==> src/rtl/snow64_sub_alu_sequencer_pkg.sv <==
// Shared types and helpers for the serial sub-ALU sequencer.
// Provides the ALU request/response port structs, the operation and element
// size encodings, the sequencer state type, and small helpers that classify a
// slice index relative to the element size (first / last / base byte).
package snow64_sub_alu_sequencer_pkg;

  localparam int WIDTH__SUB_ALU_SLICE = 8;
  localparam int WIDTH__ALU_DATA      = 64;
  localparam int WIDTH__SLICE_INDEX   = 3;

  typedef enum logic [3:0] {
    OpAdd      = 4'd0,
    OpSub      = 4'd1,
    OpSlt      = 4'd2,
    OpDummy0   = 4'd3,
    OpAnd      = 4'd4,
    OpOrr      = 4'd5,
    OpXor      = 4'd6,
    OpInv      = 4'd7,
    OpShl      = 4'd8,
    OpShr      = 4'd9,
    OpAddAgain = 4'd10,
    OpDummy1   = 4'd11,
    OpDummy2   = 4'd12,
    OpDummy3   = 4'd13,
    OpDummy4   = 4'd14,
    OpDummy5   = 4'd15
  } AluOper;

  typedef enum logic [1:0] {
    TypSz8  = 2'd0,
    TypSz16 = 2'd1,
    TypSz32 = 2'd2,
    TypSz64 = 2'd3
  } TypeSize;

  typedef enum logic [1:0] {
    SeqIdle = 2'd0,
    SeqRun  = 2'd1,
    SeqDone = 2'd2
  } SeqState;

  // 135 bits
  typedef struct packed {
    logic [WIDTH__ALU_DATA-1:0] a;
    logic [WIDTH__ALU_DATA-1:0] b;
    AluOper                     oper;
    TypeSize                    type_size;
    logic                       signedness;
  } PortIn_Alu;

  typedef struct packed {
    logic [WIDTH__ALU_DATA-1:0] data;
  } PortOut_Alu;

  // 27 bits
  typedef struct packed {
    logic [WIDTH__SUB_ALU_SLICE-1:0] a;
    logic [WIDTH__SUB_ALU_SLICE-1:0] b;
    logic                            carry;
    AluOper                          oper;
    TypeSize                         type_size;
    logic                            signedness;
    logic [WIDTH__SLICE_INDEX-1:0]   index;
  } PortIn_SubAlu;

  // 10 bits
  typedef struct packed {
    logic [WIDTH__SUB_ALU_SLICE-1:0] data;
    logic                            slts;
    logic                            carry;
  } PortOut_SubAlu;

  // Shifts and the dummy encodings have no slice-serial implementation.
  function automatic logic is_supported(input AluOper oper);
    case (oper)
      OpAdd, OpSub, OpSlt, OpAnd, OpOrr, OpXor, OpInv, OpAddAgain: return 1'b1;
      default: return 1'b0;
    endcase
  endfunction

  // Low index bits that select a byte within one element.
  function automatic logic [WIDTH__SLICE_INDEX-1:0] elem_mask(input TypeSize type_size);
    case (type_size)
      TypSz8:  return 3'b000;
      TypSz16: return 3'b001;
      TypSz32: return 3'b011;
      default: return 3'b111;
    endcase
  endfunction

  function automatic logic elem_first(input logic [WIDTH__SLICE_INDEX-1:0] index,
                                      input TypeSize type_size);
    return (index & elem_mask(type_size)) == 3'b000;
  endfunction

  function automatic logic elem_last(input logic [WIDTH__SLICE_INDEX-1:0] index,
                                     input TypeSize type_size);
    return (index & elem_mask(type_size)) == elem_mask(type_size);
  endfunction

  // Index of the least-significant byte of the element containing index.
  function automatic logic [WIDTH__SLICE_INDEX-1:0] elem_base(
      input logic [WIDTH__SLICE_INDEX-1:0] index, input TypeSize type_size);
    return index & ~elem_mask(type_size);
  endfunction

endpackage

==> src/rtl/snow64_sub_alu_sequencer.sv <==
// Serial initiator for a single external 8-bit sub-ALU.
// Accepts one 64-bit ALU request, walks slices 0..7 through the sub-ALU one
// per cycle, chains carry between slices of the same element and assembles
// the 64-bit result. Unsupported operations complete immediately with out_err.
// Ports:
//   clk, rst_n      clock, synchronous active-low reset
//   in_req_valid/in_req_ready/in_req   request handshake and PortIn_Alu payload
//   to_sub_alu      PortIn_SubAlu slice request (all zero outside RUN)
//   from_sub_alu    PortOut_SubAlu combinational slice response
//   out_valid/out_ready   result handshake
//   out_data, out_err     assembled result and unsupported-op flag
module snow64_sub_alu_sequencer
  import snow64_sub_alu_sequencer_pkg::*;
#(
  parameter int NUM_SLICES = 8
) (
  input  logic          clk,
  input  logic          rst_n,
  input  logic          in_req_valid,
  output logic          in_req_ready,
  input  PortIn_Alu     in_req,
  output PortIn_SubAlu  to_sub_alu,
  input  PortOut_SubAlu from_sub_alu,
  output logic          out_valid,
  input  logic          out_ready,
  output logic [63:0]   out_data,
  output logic          out_err
);

  if (NUM_SLICES != WIDTH__ALU_DATA / WIDTH__SUB_ALU_SLICE) begin : g_bad_num_slices
    $error("NUM_SLICES must equal 64/8");
  end

  localparam logic [WIDTH__SLICE_INDEX-1:0] LAST_IDX = WIDTH__SLICE_INDEX'(NUM_SLICES - 1);

  SeqState                       state, state_nxt;
  logic [WIDTH__SLICE_INDEX-1:0] idx;
  PortIn_Alu                     req_q;
  logic                          carry_q;
  PortOut_Alu                    result_q, result_nxt;
  logic                          err_q;
  logic                          accept;
  logic                          slice_first, slice_last;
  logic                          carry_in;

  assign slice_first = elem_first(idx, req_q.type_size);
  assign slice_last  = elem_last(idx, req_q.type_size);
  // Subtract-type ops need a borrow-free +1 at the bottom of every element.
  assign carry_in    = slice_first ? ((req_q.oper == OpSub) || (req_q.oper == OpSlt)) : carry_q;

  assign out_data = result_q.data;
  assign out_err  = err_q;

  always_ff @(posedge clk) begin
    if (!rst_n) state <= SeqIdle;
    else        state <= state_nxt;
  end

  always_comb begin
    state_nxt    = state;
    in_req_ready = 1'b0;
    out_valid    = 1'b0;
    accept       = 1'b0;
    to_sub_alu   = '0;
    case (state)
      SeqIdle: begin
        in_req_ready = 1'b1;
        if (in_req_valid) begin
          accept    = 1'b1;
          state_nxt = is_supported(in_req.oper) ? SeqRun : SeqDone;
        end
      end
      SeqRun: begin
        to_sub_alu.a          = req_q.a[{idx, 3'b000} +: WIDTH__SUB_ALU_SLICE];
        to_sub_alu.b          = req_q.b[{idx, 3'b000} +: WIDTH__SUB_ALU_SLICE];
        to_sub_alu.carry      = carry_in;
        to_sub_alu.oper       = req_q.oper;
        to_sub_alu.type_size  = req_q.type_size;
        to_sub_alu.signedness = req_q.signedness;
        to_sub_alu.index      = idx;
        if (idx == LAST_IDX) state_nxt = SeqDone;
      end
      SeqDone: begin
        out_valid = 1'b1;
        if (out_ready) state_nxt = SeqIdle;
      end
      default: state_nxt = SeqIdle;
    endcase
  end

  // Set-less-than only knows its answer on the top byte of an element; bytes
  // are cleared as they pass and the element's bottom byte gets slts last.
  always_comb begin
    result_nxt = result_q;
    if (req_q.oper == OpSlt) begin
      result_nxt.data[{idx, 3'b000} +: WIDTH__SUB_ALU_SLICE] = '0;
      if (slice_last)
        result_nxt.data[{elem_base(idx, req_q.type_size), 3'b000} +: WIDTH__SUB_ALU_SLICE] =
          {7'b0, from_sub_alu.slts};
    end else begin
      result_nxt.data[{idx, 3'b000} +: WIDTH__SUB_ALU_SLICE] = from_sub_alu.data;
    end
  end

  always_ff @(posedge clk) begin
    if (!rst_n) begin
      idx      <= '0;
      result_q <= '0;
      err_q    <= 1'b0;
    end else if (accept) begin
      idx      <= '0;
      result_q <= '0;
      err_q    <= !is_supported(in_req.oper);
    end else if (state == SeqRun) begin
      idx      <= idx + 3'd1;
      result_q <= result_nxt;
    end
  end

  // Request and carry chain carry no reset; they are only read in RUN.
  always_ff @(posedge clk) begin
    if (accept)           req_q   <= in_req;
    if (state == SeqRun)  carry_q <= from_sub_alu.carry;
  end

endmodule
==> config.mk <==
export PLATFORM = sky130hd
export DESIGN_NAME = snow64_sub_alu_sequencer
export DESIGN_NICKNAME = d
export VERILOG_FILES = /design/src/rtl/snow64_sub_alu_sequencer_pkg.sv /design/src/rtl/snow64_sub_alu_sequencer.sv
export SDC_FILE = /design/constraint.sdc
export NUM_CORES = 1
export LEC_CHECK = 0
export CAP_MARGIN = 25
export CORE_ASPECT_RATIO = 0.6
export CORE_MARGIN = 8
export CORE_UTILIZATION = 45
export DETAILED_ROUTE_END_ITERATION = 16
export GPL_TIMING_DRIVEN = 0
export PLACE_DENSITY = 0.77
export SYNTH_ARGS = -nofsm -noshare
export SYNTH_HDL_FRONTEND = slang
export SYNTH_SLANG_ARGS = --single-unit
==> constraint.sdc <==
create_clock -name clk -period 6.3 [get_ports clk]
set_clock_uncertainty 0.2 [all_clocks]
set_input_delay 0.945 -clock clk [delete_from_list [all_inputs] [get_ports clk]]
set_output_delay 0.945 -clock clk [all_outputs]
set_load 0.01 [all_outputs]
== Word-level counts from Yosys, hierarchy flattened ==
Memory sizes are Yosys's and may differ from the RTL's.
Cells that the tools add are included.

* Bits in writable memories: 0
* Memory bits (read-only): 32
* Output and inout port bits: 94
* Register bits after elaboration: 206
* Bits in latches: 0
* Memories: 2

* Order comparisons: 0
* Shift-type cells: 7
* Reductions and logical operators: 7
* Bitwise gates (word level): 4
* Equality and inequality tests: 11
* Add/subtract/negate cells: 3
* Muxes and demuxes: 23
* Multipliers: 0
* Divide/modulo/power cells: 0

{| class="wikitable"
|+ Memories
! memory !! words !! width !! rd ports !! clocked after memory_dff !! write ports !! RTL line !! RTL
|-
| (no name shown) || 16 || 1 || 1 || 0 || 0 || snow64_sub_alu_sequencer_pkg.sv:76 || <nowiki>case (oper)</nowiki>
|-
| (no name shown) || 16 || 1 || 1 || 0 || 0 || snow64_sub_alu_sequencer_pkg.sv:76 ||
|}

{| class="wikitable"
|+ Operator list
! operator !! number
|-
| 64-bit bitwise mux || 3
|-
| 64-bit 2-to-1 mux || 2
|-
| 8-bit by 8-bit variable shift with 64-bit output (first input constant) || 2
|-
| 64-bit by 7-bit indexed part select with 8-bit output || 2
|-
| 8-bit by 8-bit indexed part select with 64-bit output || 2
|-
| 8-bit by 8-bit indexed part select with 64-bit output (first input constant) || 1
|-
| 27-bit 2-to-1 mux || 1
|-
| 6-bit negation with 8-bit output || 2
|-
| 1-bit 2-to-1 mux || 9
|-
| 3-bit one-hot mux with 3 select lines || 1
|-
| 2-bit 2-to-1 mux || 4
|-
| 3-bit AND || 2
|-
| 3-bit 2-to-1 mux || 2
|-
| 2-bit != test (second input constant) || 3
|-
| 2-bit one-hot mux with 3 select lines || 1
|-
| 2-bit by 1-bit == test with 1-bit output (second input constant) || 2
|-
| 2-bit == test (second input constant) || 2
|-
| 4-bit by 1-bit == test with 1-bit output (second input constant) || 1
|-
| 4-bit by 2-bit == test with 1-bit output (second input constant) || 1
|-
| 2-bit zero test || 2
|-
| 3-bit by 1-bit adder with 3-bit output (second input constant) || 1
|-
| 3-bit == test || 1
|-
| 3-bit == test (second input constant) || 1
|-
| 3-bit zero test || 1
|-
| 6 further kinds || 6
|}

== Logic depth before layout (Yosys ltp) ==
* Depth in word-level cells: 13
* Depth in mapped cells: 11
* Mapped depth without buffers: 10

== Worst setup path before layout ==
No wires, ideal clock.

* Kind: input port to flip-flop
* Start: input port in_req_valid
* End: register result_q (netlist bit out_data[33])
* Library setup time: 117 ps
* Buffers on the path: 1
* Path slack: 745 ps
* Stages: 5
* Arrival: 5,238 ps
* Cell sequence: and2_1 > nand2b_1 > buf_1 > and2b_1 > a22o_1

* Cells in the longest elaborated chain, start to end: 3

{| class="wikitable"
|+ RTL lines
! item !! RTL line !! RTL
|-
| from (decl) || snow64_sub_alu_sequencer.sv:19 || <nowiki>input logic in_req_valid,</nowiki>
|-
| 1-bit 2-to-1 mux || snow64_sub_alu_sequencer.sv:68 || <nowiki>if (in_req_valid) begin</nowiki>
|-
| 1-bit 2-to-1 mux || snow64_sub_alu_sequencer.sv:65 || <nowiki>case (state)</nowiki>
|-
| 2-bit OR reduction (no source line) || -- ||
|-
| to (signal assigned) || snow64_sub_alu_sequencer.sv:116 || <nowiki>result_q <= result_nxt;</nowiki>
|-
| to (decl) || snow64_sub_alu_sequencer.sv:40 || <nowiki>PortOut_Alu result_q, result_nxt;</nowiki>
|}

Every way passes these cells.
A chain may end at the register's enable or synchronous reset.

==> impl_metrics.py <==
metrics = {
    "pwr": {
        "fin_total_pwr_mw": 3.08,
        "p_sw_mw": 0.655,
        "p_comb_share_pct": 9.5,
        "ir_worst_vdd_mv": 0.169,
        "p_clk_share_pct": 40.1,
        "power_density_mw_per_mm2": 266,
        "leakage_nw": 3.94,
        "p_int_mw": 2.43,
        "switching_share_pct": 21.3,
        "pwr-share-seq_pct": 50.3,
    },
    "clock_tree": {
        "h-tree-depth": 1,
        "cts_tree": "done",
        "cts.path.max_buffers": 3,
        "ctsRootBufferMaster": "clkbuf_16",
        "cts_buffers": 20,
        "clkSlewWorstSetupHoldPaths_ns": 0.07,
        "clk_latency_ns": 0.49,
        "cts_hold_buf": 0,
        "clock_sinks": 206,
        "postCtsSetupRepairBufs": 0,
        "cts_resized": 0,
    },
    "sta": {
        "tightest_slew_ns": 0.980,
        "fin_crit_sh_pct": 69.8,
        "slew_headroom_pct": 34.5,
        "worst_slack_ns": 1.90,
        "rsz0062_at_grt": "false",
        "drv_slew": 0,
        "min_period_ns": 4.40,
        "fmax_mhz": 227,
        "final.setup.tns_ns": 0,
        "fin_hold_ws_ns": 0.265,
        "finalHoldViolations": 0,
        "setup_viol": 0,
    },
    "worst_setup_path": {
        "required_ns": 5.15,
        "worstReg2RegEnd": "out_data[46]",
        "crit_type": "reg -> out",
        "rrSetupSlack_ns": 2.16,
        "crit_start": "idx[2]",
        "cp-start-kind": "flip-flop",
        "end_kind": "output port",
        "r2r-start": "idx[2]",
        "cp.arrival_ns": 3.25,
        "path_max_fanout": 10,
        "endpoint": "to_sub_alu[22]",
        "reg2reg_depth": 9,
    },
    "finish": {
        "drive_gt1_share_pct": 10.2,
        "layout_commonest_cell": "clkdlybuf4s50_1",
        "final_cell_count_no_fill": 1080,
        "syn2layout_area_growth_pct": 42.2,
        "n_antenna_cell": 0,
        "fin_util_pct": 64.7,
        "mostFrequentLayoutCells": "clkdlybuf4s50_1 (242), edfxtp_1 (136), dfxtp_1 (70), nand2_1 (68), a21oi_1 (37)",
        "fin_nets": 985,
        "design_area_mm2": 0.0116,
    },
    "yosys": {
        "synth_edf_count": 136,
        "yosysSeqAreaShare_pct": 67.3,
        "netlist_instances": 559,
        "syn_area_per_cell_um2": 14.6,
        "synth_ff_type": "edfxtp_1",
        "synth_nets": 718,
        "async_reset_ff_share_pct": 0,
        "syn_area_mm2": 0.00816,
        "synth.distinct_cells": 55,
        "ys_warn_count": 0,
        "synth-seq-cells": 206,
    },
    "job": {
        "maxCapViolations": 0,
    },
    "min_path": {
        "worst_hold_path_type": "reg -> reg",
        "worstHoldStart": "out_data[19]",
    },
    "floorplanning": {
        "die_w_um": 190,
        "initial_utilization_pct": 45.5,
        "die_y_um": 120,
        "num_rows": 38,
        "coreArea_mm2": 0.0179,
        "dieArea_mm2": 0.0228,
        "pin_count": 243,
    },
    "placement": {
        "dpl.hpwl_mm": 18.9,
        "io_buffers": 242,
        "pre_cts_slack_ns": 2.06,
        "gp_congestion": 0.939,
        "dpl_cell_area_mm2": 0.0109,
        "dp.cells": 1043,
    },
    "route": {
        "ant_nets": 0,
        "wl_mm": 25.1,
        "via_count": 6107,
        "first_pass_iters": 6,
        "first_iter_violations": 590,
        "avgRoutedWirePerCell_um": 23.2,
        "drc": 0,
        "viasPerCell": 5.65,
    },
    "grt": {
        "grt_max_degree": 79,
        "grt_pass1_vias": 6451,
        "grt_pass1_wl_mm": 37.5,
        "track_usage_pct": 21.2,
        "antenna_found_initial": 1,
        "grt-ovfl-total": 0,
    },
    "status": {
        "status": "completed",
    },
}
[worst max-delay path: stages, from the launching register on]
cell and delay (ns):
dfxtp_1 0.44, clkbuf_1 0.50, clkinv_1 0.56, clkbuf_1 0.44, nand2_1 0.17, a21oi_1 0.10
clkdlybuf4s50_1 0.55
[power by group through the flow]
stage	registers [mW]	clock network [mW]	logic, mW
global placement	1.59	0	0.280
global route	1.56	1.31	0.314
detailed placement	1.58	0	0.292
CTS	1.55	1.26	0.294
finish	1.55	1.24	0.294
floorplan	1.58	0	0.125
[layout make-up]
type                    instances  area (um2)
fillers                      1283        6320
clock buffers                  30         602
inverters                       9        33.8
multi-input cells             322        2540
flip-flops and latches        206        5490
well taps                     240         300
clock inverters                 6        80.1
repair buffers                245        2460
plain buffers                  22        97.6
[metal layers]
metal / up-vias / part of all wire, % / GRT usage, %
li1: 2698 / - / -
met1: 3044 / 44 / 29.7
met2: 324 / 45 / 32.3
met3: 39 / 10 / 6.38
met4: 2 / 1.5 / 4.33
met5: - / 0.048 / 0
[worst min path at each step]
stage	slack [ns]	to	depth (start not counted)
detailed placement	0.25	out_data[63]	1
finish	0.27	out_data[19]	1
global placement	0.25	out_data[57]	1
CTS	0.27	out_data[63]	1
global route	0.28	out_data[20]	1
floorplan	0.25	state[0]	1
[cells in the mapped netlist (2+ instances only)]
library cell,count,area [um2]
clkbuf_1,11,41.3
nor4_1,2,12.5
nor4b_1,2,17.5
clkinv_1,2,7.51
nor2_1,24,90.1
nand2b_1,7,43.8
ha_1,10,125
and2_1,13,81.3
a32o_1,4,40.0
nor3_1,4,20.0
buf_2,6,30.0
o2bb2ai_1,13,114
mux2_2,2,22.5
a22o_1,36,315
nor2b_1,7,43.8
inv_1,7,26.3
a22oi_1,3,22.5
or2_2,2,12.5
nand4b_1,2,17.5
mux4_2,32,721
nand2_1,68,255
nand4_1,5,31.3
nor3b_1,3,22.5
nand3_1,5,25.0
dfxtp_1,70,1400
buf_4,2,15.0
o22ai_1,4,25.0
buf_1,3,11.3
a21oi_1,37,185
edfxtp_1,136,4080
o21ai_0,13,65.1
[registers in the layout, summed over array words and instances, names as in the netlist]
name and flops:
idx 3, carry_q 1, out_err 1, out_data 64, req_q 135, state 2
[logic make-up (layout without fill, tap and decap cells)]
logic type               Yosys count  in the layout  synth area share, %
AO/OA/AOI/OAI                    123            123                 10.9
adder cells (fa/ha/maj)           10             10                 1.53
buffers and inverters             31            312                 1.61
multiplexers                      35             35                 9.24
XOR/XNOR                           1              1                0.107
AND/OR/NAND/NOR                  153            153                 9.37
flip-flops                       206            206                 67.3
No activity file was read; power rests on OpenSTA's default activity.
